### src/rtl/hazard_ctrl_if.sv
// ---------------------------------------------------------------------------
// hazard_ctrl_if
// Bundle between the 5-stage pipeline datapath and the hazard sequencer.
//
// Pipeline -> sequencer (driven by the master side):
//   id_rs1, id_rs2    [4:0] source register fields of the IF/ID instruction
//   id_uses_rs2             ID instruction reads rs2
//   ex_mem_read             ID/EX holds a load
//   ex_rd             [4:0] ID/EX destination register
//   mem_req                 EX/MEM accesses data memory
//   mem_ready               data memory completes this cycle
//   mem_branch_taken        taken branch/jump resolved in EX/MEM
//   wb_sys                  MEM/WB holds ecall/ebreak
//   resume                  leave HALT
// Sequencer -> pipeline (driven by the slave side):
//   pc_load, stall, freeze, flush_if_id, flush_id_ex, flush_ex_mem
// ---------------------------------------------------------------------------
interface hazard_ctrl_if;
    logic [4:0] id_rs1;
    logic [4:0] id_rs2;
    logic       id_uses_rs2;
    logic       ex_mem_read;
    logic [4:0] ex_rd;
    logic       mem_req;
    logic       mem_ready;
    logic       mem_branch_taken;
    logic       wb_sys;
    logic       resume;

    logic       pc_load;
    logic       stall;
    logic       freeze;
    logic       flush_if_id;
    logic       flush_id_ex;
    logic       flush_ex_mem;

    modport master (
        output id_rs1, id_rs2, id_uses_rs2, ex_mem_read, ex_rd,
               mem_req, mem_ready, mem_branch_taken, wb_sys, resume,
        input  pc_load, stall, freeze, flush_if_id, flush_id_ex, flush_ex_mem
    );

    modport slave (
        input  id_rs1, id_rs2, id_uses_rs2, ex_mem_read, ex_rd,
               mem_req, mem_ready, mem_branch_taken, wb_sys, resume,
        output pc_load, stall, freeze, flush_if_id, flush_id_ex, flush_ex_mem
    );
endinterface

### src/rtl/hazard_ctrl.sv
// ---------------------------------------------------------------------------
// hazard_ctrl
// Central sequencer for the 5-stage RISC-V pipeline: load-use stalls,
// memory-wait freezes, branch flushes, boot hold, halt on ecall/ebreak
// and a sticky memory-timeout error state.
//
// Parameters:
//   BOOT_CYCLES  cycles the pipe is held and flushed after reset (1..15)
//   MEM_TIMEOUT  consecutive WAIT cycles tolerated before ERR (1..65535)
//
// Ports:
//   clk, rst         clock, synchronous active-high reset
//   pipe             hazard_ctrl_if.slave (hazard inputs, pipeline controls)
//   halted           core sits in HALT
//   mem_err          sticky memory-timeout flag
//   state [2:0]      FSM state: BOOT=0 RUN=1 WAIT=2 HALT=3 ERR=4
//   stall_cnt, flush_cnt, wait_cnt [31:0]  performance counters
//
// Optional feature macro HAZARD_PERF_CNT_EN: when defined, the three
// counters are built (saturating, cleared by rst); otherwise they read 0.
// ---------------------------------------------------------------------------
module hazard_ctrl #(
    parameter int unsigned BOOT_CYCLES = 4,
    parameter int unsigned MEM_TIMEOUT = 255
) (
    input  logic         clk,
    input  logic         rst,
    hazard_ctrl_if.slave pipe,
    output logic         halted,
    output logic         mem_err,
    output logic [2:0]   state,
    output logic [31:0]  stall_cnt,
    output logic [31:0]  flush_cnt,
    output logic [31:0]  wait_cnt
);

    typedef enum logic [2:0] {
        ST_BOOT = 3'd0,
        ST_RUN  = 3'd1,
        ST_WAIT = 3'd2,
        ST_HALT = 3'd3,
        ST_ERR  = 3'd4
    } state_t;

    localparam logic [3:0]  BOOT_LAST    = 4'(BOOT_CYCLES - 1);
    localparam logic [15:0] TIMEOUT_LAST = 16'(MEM_TIMEOUT);

    state_t      cur_state;
    logic [3:0]  boot_cnt;
    logic [15:0] timeout_cnt;
    logic        mem_err_q;
    logic        mem_wait;
    logic        load_use;

    assign mem_wait = pipe.mem_req & ~pipe.mem_ready;

    // x0 is hard-wired to zero, so a load targeting it never creates a hazard.
    assign load_use = pipe.ex_mem_read & (pipe.ex_rd != 5'd0) &
                      ((pipe.ex_rd == pipe.id_rs1) |
                       (pipe.id_uses_rs2 & (pipe.ex_rd == pipe.id_rs2)));

    assign state   = cur_state;
    assign halted  = (cur_state == ST_HALT);
    assign mem_err = mem_err_q;

    // Pipeline controls. Freeze always wins over stall, so a hazard or
    // branch arriving while memory is busy is simply held until later.
    always_comb begin
        pipe.pc_load      = 1'b0;
        pipe.stall        = 1'b0;
        pipe.freeze       = 1'b0;
        pipe.flush_if_id  = 1'b0;
        pipe.flush_id_ex  = 1'b0;
        pipe.flush_ex_mem = 1'b0;
        unique case (cur_state)
            ST_BOOT: begin
                pipe.freeze       = 1'b1;
                pipe.flush_if_id  = 1'b1;
                pipe.flush_id_ex  = 1'b1;
                pipe.flush_ex_mem = 1'b1;
            end
            ST_RUN: begin
                if (mem_wait) begin
                    pipe.freeze = 1'b1;
                end else if (pipe.mem_branch_taken) begin
                    pipe.pc_load      = 1'b1;
                    pipe.flush_if_id  = 1'b1;
                    pipe.flush_id_ex  = 1'b1;
                    pipe.flush_ex_mem = 1'b1;
                end else if (load_use) begin
                    pipe.stall = 1'b1;
                end else begin
                    pipe.pc_load = 1'b1;
                end
            end
            ST_WAIT: begin
                if (pipe.mem_ready) begin
                    pipe.pc_load = 1'b1;
                end else begin
                    pipe.freeze = 1'b1;
                end
            end
            ST_HALT: begin
                // Resume restarts fetch from a clean pipe.
                if (pipe.resume) begin
                    pipe.pc_load      = 1'b1;
                    pipe.flush_if_id  = 1'b1;
                    pipe.flush_id_ex  = 1'b1;
                    pipe.flush_ex_mem = 1'b1;
                end else begin
                    pipe.freeze = 1'b1;
                end
            end
            default: begin
                pipe.freeze = 1'b1;
            end
        endcase
    end

    // Sequencer state. A memory wait beats wb_sys; the system instruction
    // stays frozen in MEM/WB and is seen again once RUN resumes.
    always_ff @(posedge clk) begin
        if (rst) begin
            cur_state   <= ST_BOOT;
            boot_cnt    <= 4'd0;
            timeout_cnt <= 16'd0;
            mem_err_q   <= 1'b0;
        end else begin
            unique case (cur_state)
                ST_BOOT: begin
                    if (boot_cnt == BOOT_LAST) begin
                        cur_state <= ST_RUN;
                    end else begin
                        boot_cnt <= boot_cnt + 4'd1;
                    end
                end
                ST_RUN: begin
                    if (mem_wait) begin
                        cur_state   <= ST_WAIT;
                        timeout_cnt <= 16'd1;
                    end else if (pipe.wb_sys) begin
                        cur_state <= ST_HALT;
                    end
                end
                ST_WAIT: begin
                    if (pipe.mem_ready) begin
                        cur_state   <= ST_RUN;
                        timeout_cnt <= 16'd0;
                    end else if (timeout_cnt == TIMEOUT_LAST) begin
                        cur_state <= ST_ERR;
                        mem_err_q <= 1'b1;
                    end else begin
                        timeout_cnt <= timeout_cnt + 16'd1;
                    end
                end
                ST_HALT: begin
                    if (pipe.resume) begin
                        cur_state <= ST_RUN;
                    end
                end
                ST_ERR: begin
                    cur_state <= ST_ERR;
                end
                default: begin
                    cur_state <= ST_BOOT;
                end
            endcase
        end
    end

`ifdef HAZARD_PERF_CNT_EN
    logic branch_flush;

    // Only redirects from a resolved branch count as flushes; boot and
    // resume flushes are housekeeping.
    assign branch_flush = (cur_state == ST_RUN) & ~mem_wait & pipe.mem_branch_taken;

    always_ff @(posedge clk) begin
        if (rst) begin
            stall_cnt <= 32'd0;
            flush_cnt <= 32'd0;
            wait_cnt  <= 32'd0;
        end else begin
            if (pipe.stall && (stall_cnt != 32'hFFFF_FFFF)) begin
                stall_cnt <= stall_cnt + 32'd1;
            end
            if (branch_flush && (flush_cnt != 32'hFFFF_FFFF)) begin
                flush_cnt <= flush_cnt + 32'd1;
            end
            if ((cur_state == ST_WAIT) && (wait_cnt != 32'hFFFF_FFFF)) begin
                wait_cnt <= wait_cnt + 32'd1;
            end
        end
    end
`else
    assign stall_cnt = 32'd0;
    assign flush_cnt = 32'd0;
    assign wait_cnt  = 32'd0;
`endif

endmodule

### src/flat_wrapper.sv
// flat-port wrapper written by rule: the top's interface ports become plain ports
module hazard_ctrl_flat 
#(
    parameter int unsigned BOOT_CYCLES = 4,
    parameter int unsigned MEM_TIMEOUT = 255
)
  (clk, rst, halted, mem_err, state, stall_cnt, flush_cnt, wait_cnt, pipe_id_rs1, pipe_id_rs2, pipe_id_uses_rs2, pipe_ex_mem_read, pipe_ex_rd, pipe_mem_req, pipe_mem_ready, pipe_mem_branch_taken, pipe_wb_sys, pipe_resume, pipe_pc_load, pipe_stall, pipe_freeze, pipe_flush_if_id, pipe_flush_id_ex, pipe_flush_ex_mem);
  hazard_ctrl_if pipe_i ();
  input  logic clk;
  input  logic rst;
  output logic halted;
  output logic mem_err;
  output logic [2:0] state;
  output logic [31:0] stall_cnt;
  output logic [31:0] flush_cnt;
  output logic [31:0] wait_cnt;
  input wire logic [$bits(pipe_i.id_rs1)-1:0] pipe_id_rs1;
  input wire logic [$bits(pipe_i.id_rs2)-1:0] pipe_id_rs2;
  input wire logic [$bits(pipe_i.id_uses_rs2)-1:0] pipe_id_uses_rs2;
  input wire logic [$bits(pipe_i.ex_mem_read)-1:0] pipe_ex_mem_read;
  input wire logic [$bits(pipe_i.ex_rd)-1:0] pipe_ex_rd;
  input wire logic [$bits(pipe_i.mem_req)-1:0] pipe_mem_req;
  input wire logic [$bits(pipe_i.mem_ready)-1:0] pipe_mem_ready;
  input wire logic [$bits(pipe_i.mem_branch_taken)-1:0] pipe_mem_branch_taken;
  input wire logic [$bits(pipe_i.wb_sys)-1:0] pipe_wb_sys;
  input wire logic [$bits(pipe_i.resume)-1:0] pipe_resume;
  output wire logic [$bits(pipe_i.pc_load)-1:0] pipe_pc_load;
  output wire logic [$bits(pipe_i.stall)-1:0] pipe_stall;
  output wire logic [$bits(pipe_i.freeze)-1:0] pipe_freeze;
  output wire logic [$bits(pipe_i.flush_if_id)-1:0] pipe_flush_if_id;
  output wire logic [$bits(pipe_i.flush_id_ex)-1:0] pipe_flush_id_ex;
  output wire logic [$bits(pipe_i.flush_ex_mem)-1:0] pipe_flush_ex_mem;
  assign pipe_i.id_rs1 = pipe_id_rs1;
  assign pipe_i.id_rs2 = pipe_id_rs2;
  assign pipe_i.id_uses_rs2 = pipe_id_uses_rs2;
  assign pipe_i.ex_mem_read = pipe_ex_mem_read;
  assign pipe_i.ex_rd = pipe_ex_rd;
  assign pipe_i.mem_req = pipe_mem_req;
  assign pipe_i.mem_ready = pipe_mem_ready;
  assign pipe_i.mem_branch_taken = pipe_mem_branch_taken;
  assign pipe_i.wb_sys = pipe_wb_sys;
  assign pipe_i.resume = pipe_resume;
  assign pipe_pc_load = pipe_i.pc_load;
  assign pipe_stall = pipe_i.stall;
  assign pipe_freeze = pipe_i.freeze;
  assign pipe_flush_if_id = pipe_i.flush_if_id;
  assign pipe_flush_id_ex = pipe_i.flush_id_ex;
  assign pipe_flush_ex_mem = pipe_i.flush_ex_mem;
  hazard_ctrl #(.BOOT_CYCLES(BOOT_CYCLES), .MEM_TIMEOUT(MEM_TIMEOUT)) u_core (.clk(clk), .rst(rst), .pipe(pipe_i), .halted(halted), .mem_err(mem_err), .state(state), .stall_cnt(stall_cnt), .flush_cnt(flush_cnt), .wait_cnt(wait_cnt));
endmodule
### config.mk
export PLATFORM = sky130hd
export DESIGN_NAME = hazard_ctrl_flat
export DESIGN_NICKNAME = d
export VERILOG_FILES = /design/src/rtl/hazard_ctrl_if.sv /design/src/rtl/hazard_ctrl.sv /design/src/flat_wrapper.sv
export SDC_FILE = /design/constraint.sdc
export NUM_CORES = 1
export LEC_CHECK = 0
export CORE_MARGIN = 2
export CORE_UTILIZATION = 38
export DETAILED_ROUTE_END_ITERATION = 7
export GPL_TIMING_DRIVEN = 1
export MAX_ROUTING_LAYER = met4
export PLACE_DENSITY = 0.81
export SYNTH_ARGS = -nofsm -noshare
export SYNTH_HDL_FRONTEND = slang
export SYNTH_SLANG_ARGS = --single-unit
export TNS_END_PERCENT = 1
### constraint.sdc
create_clock -name clk -period 2.5 [get_ports clk]
set_clock_uncertainty 0.1 [all_clocks]
set_input_delay 0.5 -clock clk [delete_from_list [all_inputs] [get_ports clk]]
set_output_delay 0.5 -clock clk [all_outputs]
set_load 0.1 [all_outputs]
==> impl_metrics.toml, run 1 <==
[worst_setup_path]
path_common_cell = "buf_6"
reg2reg_setup_slack_ns = 0.26
crit_family = "simple AND/OR/NAND/NOR gates"
critPathMaxStageDelay_ns = 0.34
arrival_ns = 2.10
cp_cell_sequence = "buf_6 > buf_6 > xor2_2 > nor4_2 > a32oi_1 > nor4b_2 > buf_4 > o41ai_4 > buf_12"
crit_buf_inv = 4
setup.worst_path.class = "input port to primary output"
cp_max_fo = 2
end_kind = "primary output"
critPathRequiredTime_ns = 1.90
slowest_stage = "nor4b_2"
start_kind = "input port"

[sta]
setup_viol = 5
relSlewSlack_pct = 55.3
max_freq_mhz = 371
fin_tns_setup_ns = -0.410
period_minus_slack_ns = 2.70
fin_crit_sh_pct = 108
fin_ws_ns = -0.197
worstMarginPinSlew_ns = 0.669
rsz0062_at_grt = "true"
finalHoldViolations = 0
final-max-slew-violation-count = 0

[die]
start_util_pct = 39.6
row_count = 27
io_pins = 131
die_x_um = 80.0
die_area_um2 = 6400
core_area_um2 = 5540
die_h_um = 80.0

[detailed_routing]
firstDrtPassIters = 4
drcViolationCount = 0
vias = 1799
wire_per_inst_um = 11.3
routed_wl_um = 4520
viasPerCell = 4.51
ant_nets = 0
dr.first_iter.drc_count = 154

[clock_tree]
clock_path_buffers = 2
clock_latency_ns = 0.27
cts_tree = "done"
cts_sinks = 24
cts_root_buf = "clkbuf_8"
holdBufCountCts = 0
cts.reportedPaths.clkPinSlew_ns = 0.08
numCtsBuffers = 3
h-tree-depth = 1

[finish]
drive_above_1_share_pct = 17.7
nFillCells = 535
fin_nets = 354
antenna_cells = 0
multiInputGateArea_um2 = 1360
area_growth_pct = 15.9
seq_area_um2 = 487

[logic_synthesis]
yosysWarnings = 0
ys_seq_area_share_pct = 21.9
async_reset_ff_share_pct = 0
syn_area_um2 = 2190
synth.distinct_cells = 48
synth_edf_count = 0
synth_top_flop_cell = "dfxtp_1"
syn_area_per_cell_um2 = 7.89
synthCells = 278
synth-seq-cells = 24

[grt]
antenna_found_initial = 0
grt_usage_pct = 14.5
gr-total-overflow = 0
grt_pass1_vias = 1572
grt_max_degree = 17
grt_pass1_wl_um = 7220

[pwr]
powerDensity_nw_per_um2 = 755
p_leak_nw = 1.14
max-vdd-ir-drop_v = 0.000340
finalPower_mw = 1.92

[worst_hold_path]
worstHoldPathType = "register to register"

[outcome]
status = "finished, violations left"
violations = "setup timing"

[place]
io_buffers = 34
hpwlAfterDp_um = 3530
place.gp.congestion = 0.884

[run]
maxCapViolCount = 0
==> path summary, 6_finish.rpt <==
check | from | to | cells past startpoint
worst min register to register | u_core.timeout_cnt[5] | u_core.timeout_cnt[5] | 1
worst max-delay path | pipe_ex_rd[4] | pipe_pc_load | 9
worst min-delay path | u_core.timeout_cnt[5] | u_core.timeout_cnt[5] | 1
worst max register to register | u_core.timeout_cnt[0] | u_core.state[1] | 6
==> what timing repair did <==
action	4_1_cts	5_1_grt
setup buffers	2	0
gates resized for setup	32	7
pin swaps	12	5
endpoints found under the setup margin	5	6
==> layer usage <==
layer / vias to the layer above / share of wire [%] / GRT usage, %
met4: 0 / 1.7 / 6.95
met2: 93 / 52 / 24.9
met3: 9 / 6.4 / 2.49
li1: 858 / - / -
met1: 839 / 39 / 16.4
met5: - / 0 / -
==> through the flow <==
stage | instance area [µm²] | setup slack [ns] | util (%) | cells | hold slack (ns)
6_report | 2540 | -0.197 | 45.9 | 399 | 0.381
5_1_grt | 2540 | -0.280 | 45.9 | 399 | 0.408
4_1_cts | 2520 | -0.248 | 45.6 | 399 | 0.383
3_5_place_dp | 2440 | -0.546 | 44.0 | 393 | 0.366
3_3_place_gp | 2440 | -0.433 | 44.0 | 393 | 0.360
2_1_floorplan | 2600 | -0.331 | - | 373 | 0.340
==> cells in the final DEF, fill, tap and decap left out, drive strengths merged, types with 3 or more instances in the layout <==
master and count:
xor2 13, clkbuf 5, a311oi 3, nand2 13
nand3 6, clkdlybuf4s50 8, nor4 7, nand4 6
dlygate4sd2 10, or4 5, o211ai 3, xnor2 6
nor2 30, conb 96, o21ai 5, a21oi 5
buf 35, nor3 7, inv 4, dfxtp 24
==> sequential cells by signal (all words and copies together) (netlist names) <==
register            flops
u_core.mem_err          1
u_core.state            3
u_core.boot_cnt         4
u_core.timeout_cnt     16
==> cell type report <==
| type | count | area share (%) |
|---|---|---|
| repair buffers | 56 | 21.3 |
| well taps | 72 | 3.54 |
| multi-input cells | 239 | 53.3 |
| inverters | 4 | 0.591 |
| flip-flops and latches | 24 | 19.1 |
| clock buffers | 4 | 2.17 |
==> logic make-up after synthesis <==
kind of cell	share of synthesized area [%]
buffers and inverters	36.7
muxes	0.913
adders and majority gates	1.14
xor gates and xnor gates	7.59
AOI/OAI and AO/OA	9.76
and+or+nand+nor	21.8
other	0.171
DFF	21.9
==> power by group <==
part           internal (mW)  leakage [nW]  switching, mW
sequential             0.407         0.196         0.0322
clock                  0.141        0.0288          0.127
combinational          0.237         0.919          0.976
==> synth_stat cells, drive strengths merged, types with 2 or more instances <==
cell | instances | share of area (%)
buf | 102 | 35
nor2 | 30 | 5.1
dfxtp | 24 | 22
nand2 | 13 | 2.2
xor2 | 13 | 5.2
nor3 | 7 | 1.6
nor4 | 7 | 2.0
nand3 | 6 | 1.4
nand4 | 6 | 1.7
xnor2 | 6 | 2.4
a21oi | 5 | 1.1
o21ai | 5 | 1.1
or4 | 5 | 1.7
clkbuf | 4 | 0.74
inv | 4 | 0.68
a311oi | 3 | 1.2
o211ai | 3 | 1.0
a2111oi | 2 | 0.86
and2 | 2 | 0.57
and3 | 2 | 0.57
and4 | 2 | 0.80
ha | 2 | 1.1
mux2i | 2 | 0.91
nand2b | 2 | 0.91
nand3b | 2 | 0.68
nor2b | 2 | 0.57
or3 | 2 | 0.57
Note: power is estimated with default switching activity, not from simulation.
==> run 2, diff against run 1 <==
--- a/config.mk
+++ b/config.mk
@@ -6,8 +6,9 @@
 export NUM_CORES = 1
 export LEC_CHECK = 0
 export CORE_MARGIN = 2
-export CORE_UTILIZATION = 38
+export CORE_UTILIZATION = 60
 export DETAILED_ROUTE_END_ITERATION = 7
+export DONT_BUFFER_PORTS = 1
 export GPL_TIMING_DRIVEN = 1
 export MAX_ROUTING_LAYER = met4
 export PLACE_DENSITY = 0.81
==> constraint.sdc (replaced) <==
create_clock -name clk -period 2.9 [get_ports clk]
set_clock_uncertainty 0.1 [all_clocks]
set_input_delay 0.58 -clock clk [delete_from_list [all_inputs] [get_ports clk]]
set_output_delay 0.58 -clock clk [all_outputs]
set_load 0.1 [all_outputs]
==> run 2 against run 1 <==
The run now ends clean. Wire length decreased by 20%. Flip-flop and latch count did not move. Global-route usage grew 2.2 points. Setup slack improved by 0.40 ns. Cell count fell by 18%. Sequential share of layout area up 4.9 points. Hold slack got worse by 0.17 ns. Clock power is 35% lower. Core utilization rose by 13 points. Highest routed layer unchanged. Critical path depth shrank 5. Sequential power is 15% lower.
==> impl_metrics.toml, run 2 (synthesis gave the netlist of run 1 again) <==
[worst_setup_path]
crit_start = "u_core.state[1]"
timing.rr.end = "u_core.timeout_cnt[8]"
cp_max_fo = 9
critPathMaxStageDelay_ns = 0.46
arrival_ns = 2.02
start_kind = "register"
reg2reg_setup_slack_ns = 0.61
end_kind = "primary output"
critPathRequiredTime_ns = 2.22
cp_cell_sequence = "nand2b_1 > nor3_1 > a22o_4 > buf_12"
r2r_cells = 5
crit_family = "simple AND/OR/NAND/NOR gates"
setup.worst_path.class = "register to primary output"
crit_buf_inv = 1
slowest_stage = "nor3_1"
regToRegStartpoint = "u_core.state[1]"

[place]
io_buffers = 0
dp_slack_ns = 0.227
hpwlAfterDp_um = 2900
place_area_um2 = 1970
place.gp.congestion = 0.881

[sta]
final-max-slew-violation-count = 0
fin_ws_ns = 0.204
hold_slack_ns = 0.209
period_minus_slack_ns = 2.70
relSlewSlack_pct = 36.0
finalHoldViolations = 0
max_freq_mhz = 371
rsz0062_at_grt = "false"
fin_crit_sh_pct = 93.0
worstMarginPinSlew_ns = 0.959
setup_viol = 0

[detailed_routing]
wire_per_inst_um = 11.0
dr.first_iter.drc_count = 31
viasPerCell = 4.85
vias = 1592
firstDrtPassIters = 4
drcViolationCount = 0
ant_nets = 0
routed_wl_um = 3600

[clock_tree]
cts_sinks = 24
clock_latency_ns = 0.31
holdBufCountCts = 0
postCtsSetupBuffers = 0
cts_tree = "done"
h-tree-depth = 1
clock_path_buffers = 2
cts_root_buf = "clkbuf_4"
cts.reportedPaths.clkPinSlew_ns = 0.12
numCtsBuffers = 3
ctsResizeCount = 0

[grt]
grt_pass1_wl_um = 5470
grt_usage_pct = 16.8
grt_pass1_vias = 1255
grt_max_degree = 18
antenna_found_initial = 0
gr-total-overflow = 0

[finish]
antenna_cells = 0
mostFrequentLayoutCells = "96 x conb_1, 29 x nor2_1, 22 x dfxtp_1, 13 x nand2_1, 13 x xor2_1"
final_cell_area_um2 = 2010
largest_reg_flops = 16
drive_above_1_share_pct = 8.16
layout_commonest_cell = "conb_1"
largest_register = "u_core.timeout_cnt"
area_growth_pct = -8.50
fin_nets = 309

[pwr]
powerDensity_nw_per_um2 = 729
p_leak_nw = 0.890
max-vdd-ir-drop_v = 0.000535

[die]
io_pins = 131
core_area_um2 = 3420
die_area_um2 = 4160
die_h_um = 64.5
die_x_um = 64.5
start_util_pct = 64.2
row_count = 21

[worst_hold_path]
worstHoldPathType = "input port to register"
min_from = "rst"
hold_depth = 1
holdPathEnd = "u_core.state[2]"

[run]
maxCapViolCount = 0

[outcome]
status = "finished, final reports clean"
run 2: worst max path at each step:
stage | slack [ns] | cells past startpoint | end
after detailed placement | 0.23 | 7 | pipe_pc_load
after global placement | 0.22 | 7 | pipe_pc_load
final | 0.20 | 4 | pipe_flush_id_ex
after CTS | 0.18 | 4 | pipe_flush_id_ex
after floorplan | -0.19 | 5 | pipe_pc_load
after global routing | 0.02 | 7 | pipe_pc_load
run 2: metrics by stage:
| step | util, % | power [mW] | TNS, ns | instances |
|---|---|---|---|---|
| 6_report | 58.8 | 1.46 | 0 | 328 |
| 5_1_grt | 58.8 | 1.52 | 0 | 328 |
| 3_3_place_gp | 57.7 | 1.29 | 0 | 324 |
| 4_1_cts | 58.8 | 1.47 | 0 | 328 |
| 3_5_place_dp | 57.7 | 1.30 | 0 | 324 |
| 2_1_floorplan | - | 1.35 | -0.589 | 373 |
run 2: power by group:
part	switching (mW)	total (mW)	leakage [nW]	internal [mW]
logic	0.805	0.915	0.674	0.111
clock network	0.0971	0.174	0.0210	0.0768
registers	0.0230	0.375	0.195	0.351
total	0.925	1.46	0.890	0.539
run 2: layout make-up:
class / instances / area (µm²)
Clock buffer: 4 / 36.3
Fill cell: 344 / 1410
Inverter: 4 / 15.0
Multi-Input combinational cell: 239 / 1310
Sequential cell: 24 / 483
Tap cell: 46 / 57.6
Timing Repair Buffer: 11 / 108
run 2: per-layer routing:
metal	track usage, %	vias up	wire length [µm]
met5	-	-	0
met4	5.32	0	31
met3	4.69	4	319
met2	27.9	81	1770
met1	19.7	741	1480
li1	-	766	-
run 2: worst register-to-register path, cell delays in order, from the launching register on:
cell	delay, ns
dfxtp_1	0.52
nand2b_4	0.12
or3_1	0.49
a31o_1	0.40
or4_1	0.54
nand2_1	0.07
==> run 3, diff against run 2 <==
==> constraint.sdc (replaced) <==
create_clock -name clk -period 3.01 [get_ports clk]
set_clock_uncertainty 0.1 [all_clocks]
set_input_delay 0.602 -clock clk [delete_from_list [all_inputs] [get_ports clk]]
set_output_delay 0.602 -clock clk [all_outputs]
set_load 0.1 [all_outputs]
==> run 3 against run 2 <==
Wire length fell by 1.8%. Die area unchanged. Combinational power down 3.8%. Clock power up 33%. Via count decreased by 1.8%. Sequential share of layout area hardly changed. Sequential power is 4% lower. Critical path depth is 3 higher. Cell area is essentially flat. Cell count shrank 0.61%. Core utilization hardly changed.
==> impl_metrics.toml, run 3 (synthesis gave the netlist of run 1 again) <==
[pwr]
powerDensity_nw_per_um2 = 733
power_frac_comb_pct = 59.7
p_leak_nw = 0.889
max-vdd-ir-drop_v = 0.000485
internal_power_mw = 0.578
seq_power_share_pct = 24.5
finalPower_mw = 1.47
p_sw_mw = 0.895
switching_share_pct = 60.8
clkPwrFrac_pct = 15.8

[finish]
largest_register = "u_core.timeout_cnt"
largest_reg_flops = 16
drive_above_1_share_pct = 7.50
layout_commonest_cell = "conb_1"
nFillCells = 340
antenna_cells = 0
final_util_pct = 58.8
area_growth_pct = -8.44
fin_cells = 326
mostFrequentLayoutCells = "96 x conb_1, 29 x nor2_1, 22 x dfxtp_1, 13 x nand2_1, 13 x xor2_1"
fin_nets = 307

[die]
die_x_um = 64.5
die_h_um = 64.5
core_area_um2 = 3420
start_util_pct = 64.2
row_count = 21
die_area_um2 = 4160
io_pins = 131

[worst_setup_path]
cp_max_fo = 3
slowest_stage = "nor4b_1"
critPathMaxStageDelay_ns = 0.36
setup.worst_path.class = "input port to primary output"
arrival_ns = 2.06
regToRegStartpoint = "u_core.timeout_cnt[0]"
critPathRequiredTime_ns = 2.31
r2r_cells = 6
crit_start = "pipe_ex_rd[4]"
path_common_cell = "buf_4"
reg2reg_setup_slack_ns = 0.64
timing.rr.end = "u_core.timeout_cnt[6]"
cp_cell_sequence = "xor2_1 > nor4_1 > a32oi_1 > nor4b_1 > buf_4 > o41ai_4 > buf_4"
start_kind = "input port"
end_kind = "primary output"
crit_path_end = "pipe_pc_load"

[grt]
grt_use_met2_pct = 27.6
gr-total-overflow = 0
grt_pass1_vias = 1231
antenna_found_initial = 0
grt_max_degree = 18
grt_pass1_wl_um = 5600
grt_usage_pct = 17.0
top_usage_layer = "met2"
grtUsageMet1_pct = 22.1
grt_util_met3_pct = 4.17

[detailed_routing]
vias = 1563
routed_wl_um = 3540
dr.first_iter.drc_count = 55
ant_nets = 0
drcViolationCount = 0
viasPerCell = 4.79
firstDrtPassIters = 4
wire_per_inst_um = 10.9

[clock_tree]
clock_latency_ns = 0.32
ctsResizeCount = 0
cts_root_buf = "clkbuf_4"
cts_sinks = 24
postCtsSetupBuffers = 0
clock_path_buffers = 2
h-tree-depth = 1
cts_tree = "done"
numCtsBuffers = 3
cts.reportedPaths.clkPinSlew_ns = 0.14
holdBufCountCts = 0

[outcome]
status = "finished, final reports clean"

[sta]
fin_ws_ns = 0.253
relSlewSlack_pct = 35.7
period_minus_slack_ns = 2.76
finalHoldViolations = 0
fin_tns_setup_ns = 0
fin_crit_sh_pct = 91.6
worstMarginPinSlew_ns = 0.963
rsz0062_at_grt = "false"
setup_viol = 0
final-max-slew-violation-count = 0
max_freq_mhz = 363

[place]
place.gp.congestion = 0.848
dp.cells = 322
io_buffers = 0
dp_slack_ns = 0.259
hpwlAfterDp_um = 2820

[worst_hold_path]
worstHoldPathType = "input port to register"

[run]
maxCapViolCount = 0
## run 3: critical path: cells and delay by family
| kind | cells | cell delay (ns) |
|---|---|---|
| AND/OR/NAND/NOR | 2 | 0.66 |
| buffers and inverters | 2 | 0.44 |
| AO/OA/AOI/OAI | 2 | 0.21 |
| XOR/XNOR | 1 | 0.14 |
## run 3: power groups by stage
stage | Sequential [mW] | Clock [mW] | Combinational (mW)
2_1_floorplan | 0.389 | 0 | 0.913
3_3_place_gp | 0.367 | 0 | 0.873
3_5_place_dp | 0.367 | 0 | 0.876
4_1_cts | 0.360 | 0.238 | 0.878
5_1_grt | 0.365 | 0.249 | 0.909
6_report | 0.361 | 0.232 | 0.880
## run 3: metal layers
layer  vias up  share of wire [%]
met2        76                 47
met3         2                8.7
li1        765                  -
met5         -                  0
met4         0               0.45
met1       720                 44
## run 3: cell type report
class	count	area (µm²)	share of cell area, %
clock inverters	1	30.0	1.50
repair buffers	9	92.6	4.61
flip-flops and latches	24	483	24.0
well taps	46	57.6	2.87
inverters	4	15.0	0.748
clock buffers	3	22.5	1.12
multi-input cells	239	1310	65.1
## run 3: how the worst min path moves through the flow
stage,startpoint,endpoint,slack (ns),cells past startpoint
2_1_floorplan,u_core.timeout_cnt[5],u_core.timeout_cnt[5],0.34,1
3_3_place_gp,u_core.timeout_cnt[5],u_core.timeout_cnt[5],0.36,1
3_5_place_dp,u_core.timeout_cnt[5],u_core.timeout_cnt[5],0.36,1
4_1_cts,rst,u_core.state[2],0.21,1
5_1_grt,rst,u_core.state[2],0.20,1
6_report,rst,u_core.state[2],0.22,1
## run 3: per-stage QoR
stage,hold slack (ns),instance area [µm²]
after floorplan,0.340,2600
after detailed placement,0.363,1960
after global placement,0.357,1960
after global routing,0.204,2010
final,0.222,2010
after CTS,0.211,2010
==> RTL change (flow settings as in run 1) <==
Build with the macro `HAZARD_PERF_CNT_EN` defined.
--- a/src/rtl/hazard_ctrl.sv
+++ b/src/rtl/hazard_ctrl.sv
@@ -21,2 +21,4 @@
 // ---------------------------------------------------------------------------
+`define HAZARD_PERF_CNT_EN
+
 module hazard_ctrl #(
Function: changed (Yosys sat finds a counterexample within 10 cycles, from zero or initial values and one cycle with rst high).
==> RTL change against run 1 <==
- cell area grew to 3.3 times the old value
- fmax is 9.2% higher
- die area grew to 2.6 times the old value
- largest cell class unchanged
- power grew to 2.9 times the old value
- count of clock-buffer cells in the layout is 20 higher
- area after synthesis grew to 2.7 times the old value
- critical endpoint is now pipe_stall
- wire length grew to 3.5 times the old value
- global-route usage is 4.9 points higher
- worst setup slack better by 0.23 ns
- combinational power is 11% lower
- sequential cell count is 96 higher
==> RTL change: results (changes against run 1) <==
P&R area growth vs syn: 40.1% (was 15.9%)
largest net degree at the start of global routing: 49 (was 17)
Post-DP HPWL: 11,300 um (was 3530 um)
most frequent cells after synthesis: dfxtp_1 (120), nor2_1 (111), nand2_1 (61), xnor2_1 (47), nand3_1 (45) (was buf_4 (98), nor2_1 (30), dfxtp_1 (24), nand2_1 (13), xor2_1 (13))
M1 GR Usage: 23.6% (was 16.4%)
H-tree depth: 4 (was 1)
clock root cell: clkbuf_16 (was clkbuf_8)
post-route insts no fill: 1,119 (was 399)
top cells by area, synth: dfxtp_1 (40%), nor2_1 (7.0%), xnor2_1 (6.9%), xor2_1 (5.5%), nand4_1 (4.0%) (was buf_4 (34%), dfxtp_1 (22%), xor2_1 (5.2%), nor2_1 (5.1%), xnor2_1 (2.4%))
cts bufs inserted: 17 (was 3)
reg2reg setup slack: 0.08 ns (was 0.26 ns)
Crit. Startpoint: pipe_ex_rd[0] (was pipe_ex_rd[4])
DP Worst Slack: -0.482 ns (was -0.546 ns)
WHS: 0.364 ns (was 0.381 ns)
Layout fillers: 1,390 (was 535)
worst hold path startpoint: u_core.mem_err (was u_core.timeout_cnt[5])
synthesized area per cell: 8.13 um^2 (was 7.89 um^2)
wl on met1: 7120 um (was 1780 um)
P_sw: 1.59 mW (was 1.13 mW)
share of layout cells above drive strength 1: 30.2% (was 17.7%)
RD Place Congestion: 0.889 (was 0.884)
Hold Path Depth: 2 (was 1)
Setup crit end: pipe_stall (was pipe_pc_load)
first-pass GRT wire length: 25,500 um (was 7220 um)
dpl cell area: 0.00762 mm^2 (was 0.00244 mm^2)
hold-critical path endpoint: u_core.mem_err (was u_core.timeout_cnt[5])
Netlist cell types: 52 (was 48)
I/O Buffers: 130 (was 34)
Via Count: 5,850 (was 1,799)
WP data arrival: 1.87 ns (was 2.10 ns)
WL met2: 7350 um (was 2370 um)
CTS clk-pin slew, worst paths: 0.05 ns (was 0.08 ns)
met3 routed WL: 994 um (was 287 um)
register area share after synthesis: 40.4% (was 21.9%)
Worst path max stage delay: 0.32 ns (was 0.34 ns)
worst slew pin tran: 0.783 ns (was 0.669 ns)
status: finished clean (was complete, but fails checks)
Inst Count DP: 1,086 (was 393)
-- RTL change: cell types whose count changed in the layout (fill, tap and decap cells not counted), sizes merged, moves of 19 or more --
cell and delta:
a21oi +35, nand2 +48, xor2 +24, nor2 +81, nand4 +32, conb -96
buf +125, clkbuf +19, o21ai +26, xnor2 +41, or3 +29, dfxtp +96
nand3 +39
-- RTL change: what timing repair did --
item                                    in CTS  in global routing
pin swaps                                   19                  5
endpoints found under the setup margin      11                  9
resized for setup                           75                  5
buffers inserted                             1                  0
-- RTL change: worst max-delay path, delay by kind of cell --
kind,cells,cell delay (ns)
buffers and inverters,4,0.51
AND/OR/NAND/NOR,3,0.51
AO/OA/AOI/OAI,1,0.19
XOR/XNOR,1,0.14
-- RTL change: layout make-up --
class	count	area share [%]
multi-input cells	572	42.2
clock buffers	24	5.91
repair buffers	172	17.0
inverters	12	0.541
clock inverters	8	1.41
well taps	211	3.17
flip-flops and latches	120	29.8
-- RTL change: kinds of logic (layout without fill, tap and decap cells) --
family / after synthesis / in the layout / synth area share, %
compound gates: 95 / 95 / 9.27
xor+xnor: 84 / 84 / 12.4
fa+ha+maj: 5 / 5 / 1.05
buf+inv: 39 / 216 / 2.82
flops: 120 / 120 / 40.4
mux: 6 / 6 / 1.05
simple gates: 382 / 382 / 33.0
-- RTL change: power by group through the flow --
stage | Sequential [mW] | Combinational (mW) | Clock (mW)
global route | 2.03 | 1.14 | 2.63
detailed placement | 2.06 | 1.05 | 0
finish | 2.02 | 1.08 | 2.52
CTS | 2.02 | 1.07 | 2.55
floorplan | 2.13 | 0.596 | 0
global placement | 2.06 | 1.04 | 0
